### src/rtl/fft_in_buffer.sv
// Ping-pong serial-to-parallel buffer feeding the 16-point FFT first stage.
// Optional sticky overflow flag is enabled by defining FFT_IN_BUF_OVF_EN.
module fft_in_buffer #(
    parameter int DW = 16,
    parameter int N  = 16
) (
    input  logic              clk,
    input  logic              rst,
    input  logic [DW-1:0]     din,
    input  logic              din_valid,
    output logic              din_ready,
    output logic [N*2*DW-1:0] frame_data,
    output logic              frame_valid,
    input  logic              frame_ready,
    output logic              ovf
);

    localparam int WW = 2 * DW;
    localparam int CW = $clog2(N);

    logic [1:0][N*WW-1:0] bank_q;
    logic [1:0]           bank_full;
    logic                 wr_bank;
    logic                 rd_bank;
    logic [CW-1:0]        wr_cnt;
    logic                 wr_fire;
    logic                 rd_fire;
    logic                 wr_last;

    // Handshakes: a transfer happens on a rising edge where valid and ready are both 1;
    // ready never depends on valid, and a producer holds data stable until it transfers.
    assign din_ready   = !rst && !bank_full[wr_bank];
    assign frame_valid = bank_full[rd_bank];
    assign frame_data  = bank_q[rd_bank];

    assign wr_fire = din_valid && din_ready;
    assign rd_fire = frame_valid && frame_ready;
    assign wr_last = (wr_cnt == CW'(N - 1));

    // Completion and release always target different banks: the write bank is
    // empty while the read bank is full, so both may update bank_full together.
    always_ff @(posedge clk) begin
        if (rst) begin
            bank_q    <= '0;
            bank_full <= 2'b00;
            wr_bank   <= 1'b0;
            rd_bank   <= 1'b0;
            wr_cnt    <= '0;
        end else begin
            if (wr_fire) begin
                bank_q[wr_bank][int'(wr_cnt)*WW +: WW] <= {din, {DW{1'b0}}};
                if (wr_last) begin
                    wr_cnt             <= '0;
                    bank_full[wr_bank] <= 1'b1;
                    wr_bank            <= ~wr_bank;
                end else begin
                    wr_cnt <= wr_cnt + 1'b1;
                end
            end
            if (rd_fire) begin
                bank_full[rd_bank] <= 1'b0;
                rd_bank            <= ~rd_bank;
            end
        end
    end

`ifdef FFT_IN_BUF_OVF_EN
    logic ovf_q;

    always_ff @(posedge clk) begin
        if (rst) begin
            ovf_q <= 1'b0;
        end else if (din_valid && !din_ready) begin
            ovf_q <= 1'b1;
        end
    end

    assign ovf = ovf_q;
`else
    assign ovf = 1'b0;
`endif

endmodule

### config.mk
export PLATFORM = sky130hd
export DESIGN_NAME = fft_in_buffer
export DESIGN_NICKNAME = d
export VERILOG_FILES = /design/src/rtl/fft_in_buffer.sv
export SDC_FILE = /design/constraint.sdc
export NUM_CORES = 1
export LEC_CHECK = 0
export ABC_AREA = 1
export CELL_PAD_IN_SITES_DETAIL_PLACEMENT = 1
export CELL_PAD_IN_SITES_GLOBAL_PLACEMENT = 2
export CORE_MARGIN = 2
export CORE_UTILIZATION = 28
export DETAILED_ROUTE_END_ITERATION = 7
export PLACE_DENSITY_LB_ADDON = 0.08
export SYNTH_ARGS = -nofsm -noshare
export SYNTH_HDL_FRONTEND = slang
export SYNTH_SLANG_ARGS = --single-unit
### constraint.sdc
create_clock -name clk -period 2.8 [get_ports clk]
set_input_delay 0.56 -clock clk [delete_from_list [all_inputs] [get_ports clk]]
set_output_delay 0.56 -clock clk [all_outputs]
set_load 0.05 [all_outputs]
**After elaboration in Yosys (flattened, before gate mapping)**

Index checks and enable logic that the tools add are counted.

- Register bits: 1032
- Latch bits: 0
- Memory bits (writable): 0
- ROM bits: 0
- Input bits: 20
- Output and inout port bits: 515
- Word-level logic and storage cells: 46
- Memories: 0

- Add/subtract/negate cells: 2
- Multiply operators: 0
- Div/mod/pow operators: 0
- Magnitude comparators: 4
- Equality and inequality tests: 1
- Shift-type cells: 2
- Multiplexer cells: 18
- Bitwise logic cells: 5
- Reduce and logical (&&, ||, !) cells: 8

Operators by type and width:

| operator | number |
|---|---|
| $mux W512 | 3 |
| $bwmux W1024 | 1 |
| $demux W512 S1 | 1 |
| $shift A32 B33 Y512 const A | 1 |
| $shiftx A32 B33 Y512 | 1 |
| $neg A9 Y33 | 1 |
| $mux W2 | 4 |
| $mux W1 | 6 |
| $logic_and A1 B1 Y1 | 5 |
| $add A4 B1 Y4 const B | 1 |
| $eq A4 B4 Y1 const B | 1 |
| $lt A1 B2 Y1 const B | 2 |
| $mux W4 | 1 |
| $and A2 B2 Y2 | 1 |
| $demux W1 S1 | 2 |
| $ge A1 B1 Y1 const B | 2 |
| $logic_not A1 Y1 | 2 |
| $not A1 Y1 | 2 |
| $not A2 Y2 | 1 |
| $or A2 B2 Y2 | 1 |
| $reduce_and A2 Y1 | 1 |

**Depth between registers and ports, before layout**

Gate-level depths: netlist of run 1.

- Depth after elaboration: 10
- Gate-level depth with buffers: 14
- Depth with buffers taken out: 12

**Worst setup path before layout of run 1**

No wires, ideal clock.

- Kind: reg2out
- From: register rd_bank
- To: output frame_data[510]
- Arrival time: 1.985 ns
- Data required time: 2.240 ns
- Path slack: 0.255 ns
- Stages on the path, launching flop included: 5
- Buffers on the path: 3
- Cell sequence: dfxtp_1 clkbuf_1 clkbuf_1 clkbuf_1 o21ai_0

- Longest elaborated chain between the ends: 2

RTL lines:

| what | line | text |
|---|---|---|
| start: declaration | 24 | `logic rd_bank;` |
| start signal: assignment | 62 | `rd_bank <= ~rd_bank;` |
| $mux W512 (not written as such) (2 in series) | 34 | `assign frame_data = bank_q[rd_bank];` |
| end: declaration | 12 | `output logic [N*2*DW-1:0] frame_data,` |

Every way passes these cells. The select of a mux whose other input is x is not followed.

**Final worst setup path of run 1**

- From: register rd_bank
- To: output frame_data[252]

The elaborated chain is that of the path after synthesis.

==> results of run 1 <==
[layer usage]
| layer | routed length (microns) | vias to the layer above | track usage | share of wire |
|---|---|---|---|---|
| met1 | 49470 | 12154 | 0.2793 | 0.47 |
| met5 | 73 | - | 0 | 0.00069 |
| met2 | 49300 | 449 | 0.3409 | 0.47 |
| met4 | 2323 | 12 | 0.04974 | 0.022 |
| li1 | - | 12863 | - | - |
| met3 | 4095 | 132 | 0.03322 | 0.039 |
[layout by cell type, fill, tap and decap left out, types with 11 or more instances in the layout]
cell	n
clkbuf_8	15
clkbuf_1	20
o21ai_0	245
inv_1	465
nor2_2	12
mux2_2	128
nor2_1	861
nand2_1	865
inv_2	11
a21oi_1	32
conb_1	257
buf_4	270
buf_12	168
clkdlybuf4s50_1	19
dfxtp_1	519
nand4_1	312
nand3_1	48
nor3_1	56
clkbuf_16	73
[sequential cells by signal, summed over array words and instances, names as in the netlist]
signal / count
bank_q: 512
wr_cnt: 4
bank_full: 2
rd_bank: 1
wr_bank: 1
[kinds of logic (layout without fill, tap and decap cells)]
group           Yosys count  in the layout
compound gates          285            285
xor+xnor                  1              1
fa+ha+maj                 3              3
buf+inv                1018           1053
flops                   520            520
mux                     128            128
other cells               1            259
simple gates           2166           2166
[how the worst max path moves through the flow]
stage | cells after the start | end | start | slack [ns]
final | 3 | frame_data[252] | rd_bank | 0.06
after global routing | 4 | frame_data[149] | rd_bank | 0.002
after CTS | 10 | bank_q[50] | wr_cnt[1] | 0.008
after detailed placement | 10 | bank_q[21] | rst | 0.009
after global placement | 10 | bank_q[50] | wr_cnt[1] | 0.02
after floorplan | 4 | frame_data[510] | rd_bank | 0.25
[critical path: stages (launching register included)]
cell and delay, ns:
dfxtp_4 0.40, buf_12 0.20, o21ai_0 0.66, buf_12 0.22
[power breakdown]
| part | switching (uW) | total, uW | internal [uW] |
|---|---|---|---|
| clock | 3520 | 8920 | 5410 |
| combinational | 1710 | 2000 | 296 |
| sequential | 9.05 | 7420 | 7420 |
[per-stage QoR]
| step | hold WS (ns) | utilization | cells | instance area, sq um | setup WS (ns) |
|---|---|---|---|---|---|
| after floorplan | 0.4346 | - | 4378 | 28280 | 0.2545 |
| after global placement | 0.4472 | 0.3355 | 5572 | 32450 | 0.01587 |
| after detailed placement | 0.4536 | 0.3355 | 5572 | 32450 | 0.009194 |
| after CTS | 0.4675 | 0.3586 | 5689 | 34680 | 0.007591 |
| after global routing | 0.4943 | 0.3587 | 5689 | 34690 | 0.001594 |
| final | 0.4609 | 0.3588 | 5691 | 34700 | 0.06174 |
[timing repair]
item / in CTS / in global routing
gates resized for setup: 1 / 5
buffers inserted: 1 / 0
endpoints found under the setup margin: 11 / 80
pin swaps: 0 / 0
[cell type report]
type	instances	area, sq um	share of cell area
antenna	2	5.005	0.0001442
clock buffer	108	2108	0.06076
clock inverter	8	117.6	0.003390
inverter	480	1814	0.05229
multi-input combinational	2840	13060	0.3764
sequential	520	10410	0.3001
tap	1276	1597	0.04602
timing repair buffer	457	5580	0.1608
==> results.py, run 1 <==
metrics = {
    "synth": {
        "yosysMostFrequentCell": "nor2_1",
        "synth.mux.area_fraction": 0.05275,
        "synth_edf_count": 0,
        "ys_seq_area_frac": 0.3810,
        "synth_cells": 4122,
        "synth.top_cell.area_share": 0.3810,
        "yosys.area_share.adder": 0.001374,
        "ys_warn_count": 0,
        "ys.flop_type": "dfxtp_1",
        "synth_top_family_by_area": "simple AND/OR/NAND/NOR gates",
        "synth_cell_type_count": 27,
        "ys_top_cells_by_area": "dfxtp_1 (38%), nor2_1 (12%), nand2_1 (12%)",
        "yosys.area_share.xor_xnor": 0.0003205,
        "synthSimpleGateAreaFrac": 0.3331,
        "synthTopCellsByCount": "nor2_1 (868), nand2_1 (865), dfxtp_1 (520)",
        "synth-compound-area-share": 0.05261,
        "synth_top_cell_by_area": "dfxtp_1",
        "syn_area_sq_mm": 0.02732,
        "syn_avg_cell_area_sq_um": 6.629,
        "async_reset_ff_frac": 0,
        "ys_ff_latch": 520,
    },
    "global_routing": {
        "grt_max_degree": 185,
        "grt_usage": 0.2060,
        "grt_pass1_vias": 25065,
        "gr-total-overflow": 0,
        "grt_pass1_wl_mm": 158.0,
        "antenna_found_initial": 7,
    },
    "final_layout": {
        "nNetsFinal": 4391,
        "fillerInstances": 11991,
        "drive_gt1_frac": 0.1595,
        "area_growth_pct": 26.98,
    },
    "worst_setup_path": {
        "crit_fanout": 98,
        "r2r_cells": 9,
        "criticalPathCategory": "flip-flop to output port",
        "r2r_end": "bank_q[469]",
        "cp-start-kind": "flip-flop",
        "rr_startpoint": "wr_cnt[1]",
        "worstPathRequired_ns": 2.24,
        "crit_path_end_kind": "output port",
        "r2r_setup_slack_ns": 0.17,
        "arrival_ns": 2.18,
    },
    "detailed_routing": {
        "wirelength_mm": 105.3,
        "drt-wirelength-per-cell_microns": 18.50,
        "vias_per_cell": 4.500,
        "ant_nets": 0,
        "vias": 25610,
        "dr.pass1.iters": 5,
        "drc_errors": 0,
        "drtIter0Drc": 1187,
    },
    "floorplan": {
        "core.rowCount": 114,
        "die_h_microns": 316.4,
        "start_util": 0.2825,
        "core_sq_mm": 0.09671,
        "ios": 535,
        "die_area_sq_mm": 0.1001,
        "fp.dieW_microns": 316.4,
    },
    "timing": {
        "hold_viol": 0,
        "slew_viol_final": 0,
        "finalCritPeriodShare": 0.9780,
        "tightest_slew_ns": 1.045,
        "relSlewSlack": 0.3031,
        "period_needed_ns": 2.738,
        "fmax_ghz": 0.3652,
        "setup_viol": 0,
        "fin_worst_skew_ns": 0.01737,
        "rsz0062_at_grt": "false",
        "setup_tns_ns": 0,
    },
    "clock_tree": {
        "htree_levels": 3,
        "clock_latency_ns": 0.62,
        "numCtsBuffers": 69,
        "cts.path.max_buffers": 3,
        "root_buffer": "clkbuf_16",
        "clk_pin_slew_ns": 0.06,
        "cts_hold_buf": 0,
        "clock_sinks": 520,
        "tritoncts": "built",
    },
    "place": {
        "globalplace.congestion": 0.7758,
        "portBuffers": 277,
        "hpwl_mm": 71.57,
    },
    "power_and_ir_drop": {
        "p_leak_uw": 0.01591,
        "cellPowerDensity_mw_per_mm2": 528.9,
        "worst_ir_drop_vdd_mv": 0.3641,
        "power_uw": 18350,
    },
    "min_path": {
        "holdCritPathClass": "flip-flop to flip-flop",
        "whs_path_depth": 2,
        "hold_path_end": "bank_q[606]",
        "hold_start": "bank_q[606]",
    },
    "status": {
        "outcome": "finished, final reports clean",
    },
    "flow_run": {
        "maxCapViolations": 0,
    },
}
No activity file was read; power rests on OpenSTA's default activity.
==> inputs of run 2 (changes only) <==
--- a/config.mk
+++ b/config.mk
@@ -6,12 +6,11 @@
 export NUM_CORES = 1
 export LEC_CHECK = 0
 export ABC_AREA = 1
-export CELL_PAD_IN_SITES_DETAIL_PLACEMENT = 1
-export CELL_PAD_IN_SITES_GLOBAL_PLACEMENT = 2
 export CORE_MARGIN = 2
-export CORE_UTILIZATION = 28
+export CORE_UTILIZATION = 53
 export DETAILED_ROUTE_END_ITERATION = 7
 export PLACE_DENSITY_LB_ADDON = 0.08
+export RECOVER_POWER = 100
 export SYNTH_ARGS = -nofsm -noshare
 export SYNTH_HDL_FRONTEND = slang
 export SYNTH_SLANG_ARGS = --single-unit
==> run 2 against run 1 <==
Sequential cell count stayed put. Highest routed layer unchanged. Setup slack lost 0.10 ns. Via count decreased by 2.2%. Non-clock buffer count shrank 46. Critical endpoint is now frame_data[63]. Clock power shrank 17%. First-iteration DRC count rose by 120%. Maximum frequency fell by 3.5%. The run now ends with capacitance limit, slew limit, setup timing left. Total power shrank 8.9%. Largest power group is now registers.
==> results.py, run 2 (synthesis results as in run 1) <==
metrics = {
    "status": {
        "outcome": "finished, violations left",
        "violations": "capacitance limit, slew limit, setup timing",
    },
    "final_layout": {
        "largest_reg_flops": 512,
        "final_util": 0.6352,
        "finalNonFillerCells": 5029,
        "area_growth_pct": 18.78,
        "largest_register": "bank_q",
        "mostFrequentLayoutCell": "nor2_1",
        "nNetsFinal": 4331,
        "drive_gt1_frac": 0.1224,
        "top_regs": "bank_q: 512 flops, wr_cnt: 4 flops, bank_full: 2 flops",
        "fillerInstances": 4816,
        "final_cell_mix": "nor2_1 (868), nand2_1 (864), dfxtp_1 (519)",
    },
    "timing": {
        "hold_viol": 0,
        "fin_ws_ns": -0.03863,
        "finalCritPeriodShare": 1.014,
        "setup_viol": 2,
        "fin_worst_skew_ns": 0.02460,
        "rsz0062_at_grt": "false",
        "whs_ns": 0.4613,
        "tightest_slew_ns": 1.811,
        "fmax_ghz": 0.3523,
        "period_needed_ns": 2.839,
        "relSlewSlack": -0.2072,
        "slew_viol_final": 389,
    },
    "detailed_routing": {
        "ant_nets": 0,
        "drc_errors": 0,
        "wl_met3_mm": 5.676,
        "wirelength_mm": 79.05,
        "drt-wirelength-per-cell_microns": 15.72,
        "drtIter0Drc": 2626,
        "dr.pass1.iters": 5,
        "dr_wl_met2_mm": 37.31,
        "vias_per_cell": 4.979,
        "top_layer_used": "met5",
        "vias": 25037,
        "wl_met1_mm": 34.18,
    },
    "global_routing": {
        "grt_max_degree": 231,
        "antenna_found_initial": 2,
        "grt_pass1_wl_mm": 119.7,
        "grt_usage": 0.2789,
        "gr-total-overflow": 0,
        "grt_pass1_vias": 21566,
    },
    "floorplan": {
        "core.rowCount": 83,
        "start_util": 0.5348,
        "die_area_sq_mm": 0.05339,
        "fp.dieW_microns": 231.1,
        "core_sq_mm": 0.05109,
        "die_h_microns": 231.1,
        "ios": 535,
    },
    "place": {
        "portBuffers": 277,
        "detailedPlace.worstSlack_ns": 0.06407,
        "hpwl_mm": 51.20,
        "globalplace.congestion": 0.8493,
        "dp_cells": 4923,
    },
    "worst_setup_path": {
        "worstPathRequired_ns": 2.24,
        "criticalPathCategory": "flip-flop to output port",
        "rr_startpoint": "wr_cnt[1]",
        "crit_path_end_kind": "output port",
        "crit_fanout": 67,
        "r2r_end": "bank_q[314]",
        "r2r_cells": 10,
        "r2r_setup_slack_ns": 0.12,
        "cp-start-kind": "flip-flop",
        "arrival_ns": 2.28,
    },
    "clock_tree": {
        "tritoncts": "built",
        "cts.path.max_buffers": 3,
        "clock_sinks": 520,
        "clock_latency_ns": 0.63,
        "numCtsBuffers": 55,
        "root_buffer": "clkbuf_16",
        "clk_pin_slew_ns": 0.07,
        "htree_levels": 2,
        "cts_hold_buf": 0,
    },
    "min_path": {
        "hold_start": "bank_q[1011]",
        "whs_path_depth": 2,
        "holdCritPathClass": "flip-flop to flip-flop",
        "hold_path_end": "bank_q[1011]",
    },
    "power_and_ir_drop": {
        "cellPowerDensity_mw_per_mm2": 514.9,
        "worst_ir_drop_vdd_mv": 0.4696,
        "p_leak_uw": 0.01540,
    },
    "flow_run": {
        "maxCapViolations": 2,
    },
}
## run 2: cell types whose count changed in the layout (fill, tap and decap cells not counted), moves of 14 or more
| cell | previous run | this run |
|---|---|---|
| buf_4 | 270 | 118 |
| o21ai_1 | 4 | 29 |
| mux2_1 | 0 | 49 |
| buf_12 | 168 | 117 |
| clkbuf_2 | 0 | 32 |
| clkbuf_4 | 0 | 46 |
| o21ai_0 | 245 | 220 |
| buf_2 | 0 | 19 |
| clkbuf_16 | 73 | 59 |
| dlygate4sd2_1 | 0 | 36 |
| mux2_2 | 128 | 77 |
## run 2: final cells by class
class / instances / area (sq um) / share of cell area
well taps: 680 / 850.8 / 0.02621
repair buffers: 411 / 4537 / 0.1398
diodes: 1 / 2.502 / 0.00007710
multi-input cells: 2840 / 13040 / 0.4017
inverters: 480 / 1809 / 0.05574
clock inverters: 12 / 155.1 / 0.004780
clock buffers: 85 / 1652 / 0.05089
flip-flops and latches: 520 / 10410 / 0.3209
## run 2: metrics by stage
stage	cell area, sq um	TNS, ns	power (uW)
floorplan	28280	0	9326
global placement	31190	0	9453
detailed placement	31190	0	9453
CTS	33020	-3.560	16750
global route	32460	0	17160
finish	32460	-0.06001	16710
## run 2: worst max-delay path by stage
stage,from,slack [ns],to
after detailed placement,rst,0.06,bank_q[242]
after global placement,rst,0.1,bank_q[759]
after floorplan,rd_bank,0.25,frame_data[510]
after CTS,rd_bank,-0.1,frame_data[414]
after global routing,rd_bank,0.008,frame_data[22]
final,rd_bank,-0.04,frame_data[63]
## run 2: where the power goes
| group | leakage [uW] | switching, uW | total, uW | internal, uW |
|---|---|---|---|---|
| Combinational | 0.0103 | 1620 | 1900 | 283 |
| Sequential | 0.00419 | 10.7 | 7420 | 7410 |
| Clock | 0.000881 | 3080 | 7390 | 4310 |
| Total | 0.0154 | 4710 | 16700 | 12000 |
## run 2: critical path, stage by stage, from the launching register on
cell and delay (ns):
dfxtp_4 0.39, buf_12 0.14, buf_12 0.16, o21ai_0 0.60
buf_12 0.21
## run 2: metal layers
layer | track usage | vias up
li1 | - | 12750
met1 | 0.3790 | 11309
met2 | 0.4586 | 866
met3 | 0.03752 | 110
met4 | 0.08931 | 2
met5 | 0 | -
## run 2: repair_timing
action                                  CTS  global route
setup buffers                             2             4
cloned                                    0             2
endpoints found under the hold margin     0             0
endpoints found under the setup margin  212           189
gates resized for setup                  73             5
==> inputs of run 3 (changes only) <==
--- a/config.mk
+++ b/config.mk
@@ -8,6 +8,7 @@
 export ABC_AREA = 1
 export CORE_MARGIN = 2
 export CORE_UTILIZATION = 53
+export CTS_CLUSTER_SIZE = 8
 export DETAILED_ROUTE_END_ITERATION = 7
 export PLACE_DENSITY_LB_ADDON = 0.08
 export RECOVER_POWER = 100
==> run 3 against run 2 <==
The run ends with capacitance limit, slew limit left. Die area stayed put. Utilization is 1.6 points higher. First-iteration DRC count is 12% lower. Total power is 4.4% higher. Routed wire length is 0.19% lower. Largest cell class unchanged.
==> results.py, run 3 (synthesis results as in run 1) <==
metrics = {
    "clock_tree": {
        "tritoncts": "built",
        "htree_levels": 3,
        "numCtsBuffers": 75,
        "cts.path.max_buffers": 3,
        "clock_sinks": 520,
        "clk_pin_slew_ns": 0.06,
        "clock_latency_ns": 0.60,
        "root_buffer": "clkbuf_16",
    },
    "timing": {
        "slew_viol_final": 231,
        "fmax_ghz": 0.3609,
        "fin_ws_ns": 0.02940,
        "hold_viol": 0,
        "rsz0062_at_grt": "true",
        "finalCritPeriodShare": 0.9895,
        "setup_viol": 0,
        "tightest_slew_ns": 1.677,
        "relSlewSlack": -0.1181,
        "fin_worst_skew_ns": 0.02213,
        "period_needed_ns": 2.771,
    },
    "final_layout": {
        "area_growth_pct": 21.79,
        "final_cell_mix": "nand2_1 (864), nor2_1 (861), dfxtp_1 (519)",
        "mostFrequentLayoutCell": "nand2_1",
        "finalNonFillerCells": 5013,
        "largest_register": "bank_q",
        "nNetsFinal": 4348,
        "top_regs": "bank_q: 512 flops, wr_cnt: 4 flops, bank_full: 2 flops",
        "drive_gt1_frac": 0.1392,
        "largest_reg_flops": 512,
        "final_area_sq_mm": 0.03328,
    },
    "detailed_routing": {
        "ant_nets": 0,
        "vias_per_cell": 5.004,
        "drt-wirelength-per-cell_microns": 15.74,
        "wirelength_mm": 78.90,
        "drc_errors": 0,
        "dr.pass1.iters": 5,
        "drtIter0Drc": 2316,
        "vias": 25083,
    },
    "floorplan": {
        "ios": 535,
        "die_area_sq_mm": 0.05339,
        "core_sq_mm": 0.05109,
        "die_h_microns": 231.1,
        "fp.dieW_microns": 231.1,
        "start_util": 0.5348,
        "core.rowCount": 83,
    },
    "global_routing": {
        "grt_pass1_wl_mm": 120.6,
        "gr-total-overflow": 0,
        "grt_usage": 0.2828,
        "grt_max_degree": 231,
        "gr-usage-met2": 0.4573,
        "antenna_found_initial": 1,
        "use_met3": 0.06164,
        "met1_usage": 0.3703,
        "grt-busiest-layer": "met2",
        "grt_pass1_vias": 21956,
    },
    "worst_setup_path": {
        "r2r_setup_slack_ns": 0.17,
        "crit_start": "rd_bank",
        "r2r_cells": 10,
        "cp-endpoint": "frame_data[89]",
        "r2r_end": "bank_q[568]",
        "criticalPathCategory": "flip-flop to output port",
        "crit_path_end_kind": "output port",
        "crit_fanout": 134,
        "cp-start-kind": "flip-flop",
        "arrival_ns": 2.21,
        "worstPathRequired_ns": 2.24,
        "rr_startpoint": "wr_cnt[0]",
    },
    "place": {
        "dp_cells": 4923,
        "place_area_sq_mm": 0.03119,
        "portBuffers": 277,
        "detailedPlace.worstSlack_ns": 0.06407,
        "globalplace.congestion": 0.8493,
        "hpwl_mm": 51.20,
    },
    "status": {
        "violations": "capacitance limit, slew limit",
        "outcome": "finished, violations left",
    },
    "power_and_ir_drop": {
        "worst_ir_drop_vdd_mv": 0.4324,
        "cellPowerDensity_mw_per_mm2": 524.3,
        "p_leak_uw": 0.01563,
    },
    "flow_run": {
        "maxCapViolations": 1,
    },
    "min_path": {
        "holdCritPathClass": "flip-flop to flip-flop",
    },
}
==> run 3: power by group <==
| group | internal (uW) | switching [uW] | total [uW] |
|---|---|---|---|
| clock | 4950 | 3150 | 8100 |
| combinational | 286 | 1620 | 1900 |
| sequential | 7430 | 10.9 | 7440 |
==> run 3: worst min-delay path by stage <==
stage	start	to	slack (ns)	cells after the start
4_1_cts	bank_q[1011]	bank_q[1011]	0.46	2
2_1_floorplan	bank_q[592]	bank_q[592]	0.43	2
3_3_place_gp	bank_q[601]	bank_q[601]	0.45	2
6_report	bank_q[1014]	bank_q[1014]	0.46	2
5_1_grt	bank_q[1014]	bank_q[1014]	0.48	2
3_5_place_dp	bank_q[861]	bank_q[861]	0.45	2
==> run 3: cell type report <==
cell class	instances	area (sq um)
fill	4675	17820
multi-input combinational	2840	13070
inverter	480	1809
clock buffer	82	1998
tap	680	850.8
antenna	1	2.502
clock inverter	2	16.27
sequential	520	10410
timing repair buffer	408	5121
==> run 3: what timing repair did <==
item,CTS,global route
gates resized for setup,59,15
endpoints found under the setup margin,208,191
gates cloned,0,1
hold buffers,0,0
setup buffers,2,2
==> run 3: metrics by stage <==
| stage | hold WS [ns] | total power, uW | TNS [ns] | utilization |
|---|---|---|---|---|
| floorplan | 0.4346 | 9326 | 0 | - |
| global placement | 0.4454 | 9453 | 0 | 0.6105 |
| detailed placement | 0.4515 | 9453 | 0 | 0.6105 |
| CTS | 0.4618 | 17530 | -2.879 | 0.6500 |
| global route | 0.4756 | 17950 | -0.3876 | 0.6513 |
| finish | 0.4596 | 17450 | 0 | 0.6513 |
==> run 3: worst max-delay path, cell delays in order, from the launching register on <==
cell and delay (ns):
dfxtp_4 0.42, buf_16 0.39, mux2_2 0.45, buf_4 0.20
==> run 3: per-layer routing <==
metal  vias to the layer above  part of all wire  wire length [microns]
li1                      12750                 -                      -
met1                     11218              0.41                  32590
met2                       961              0.47                  36990
met3                       154             0.086                   6769
met4                         0             0.032                   2553
met5                         -                 0                      0
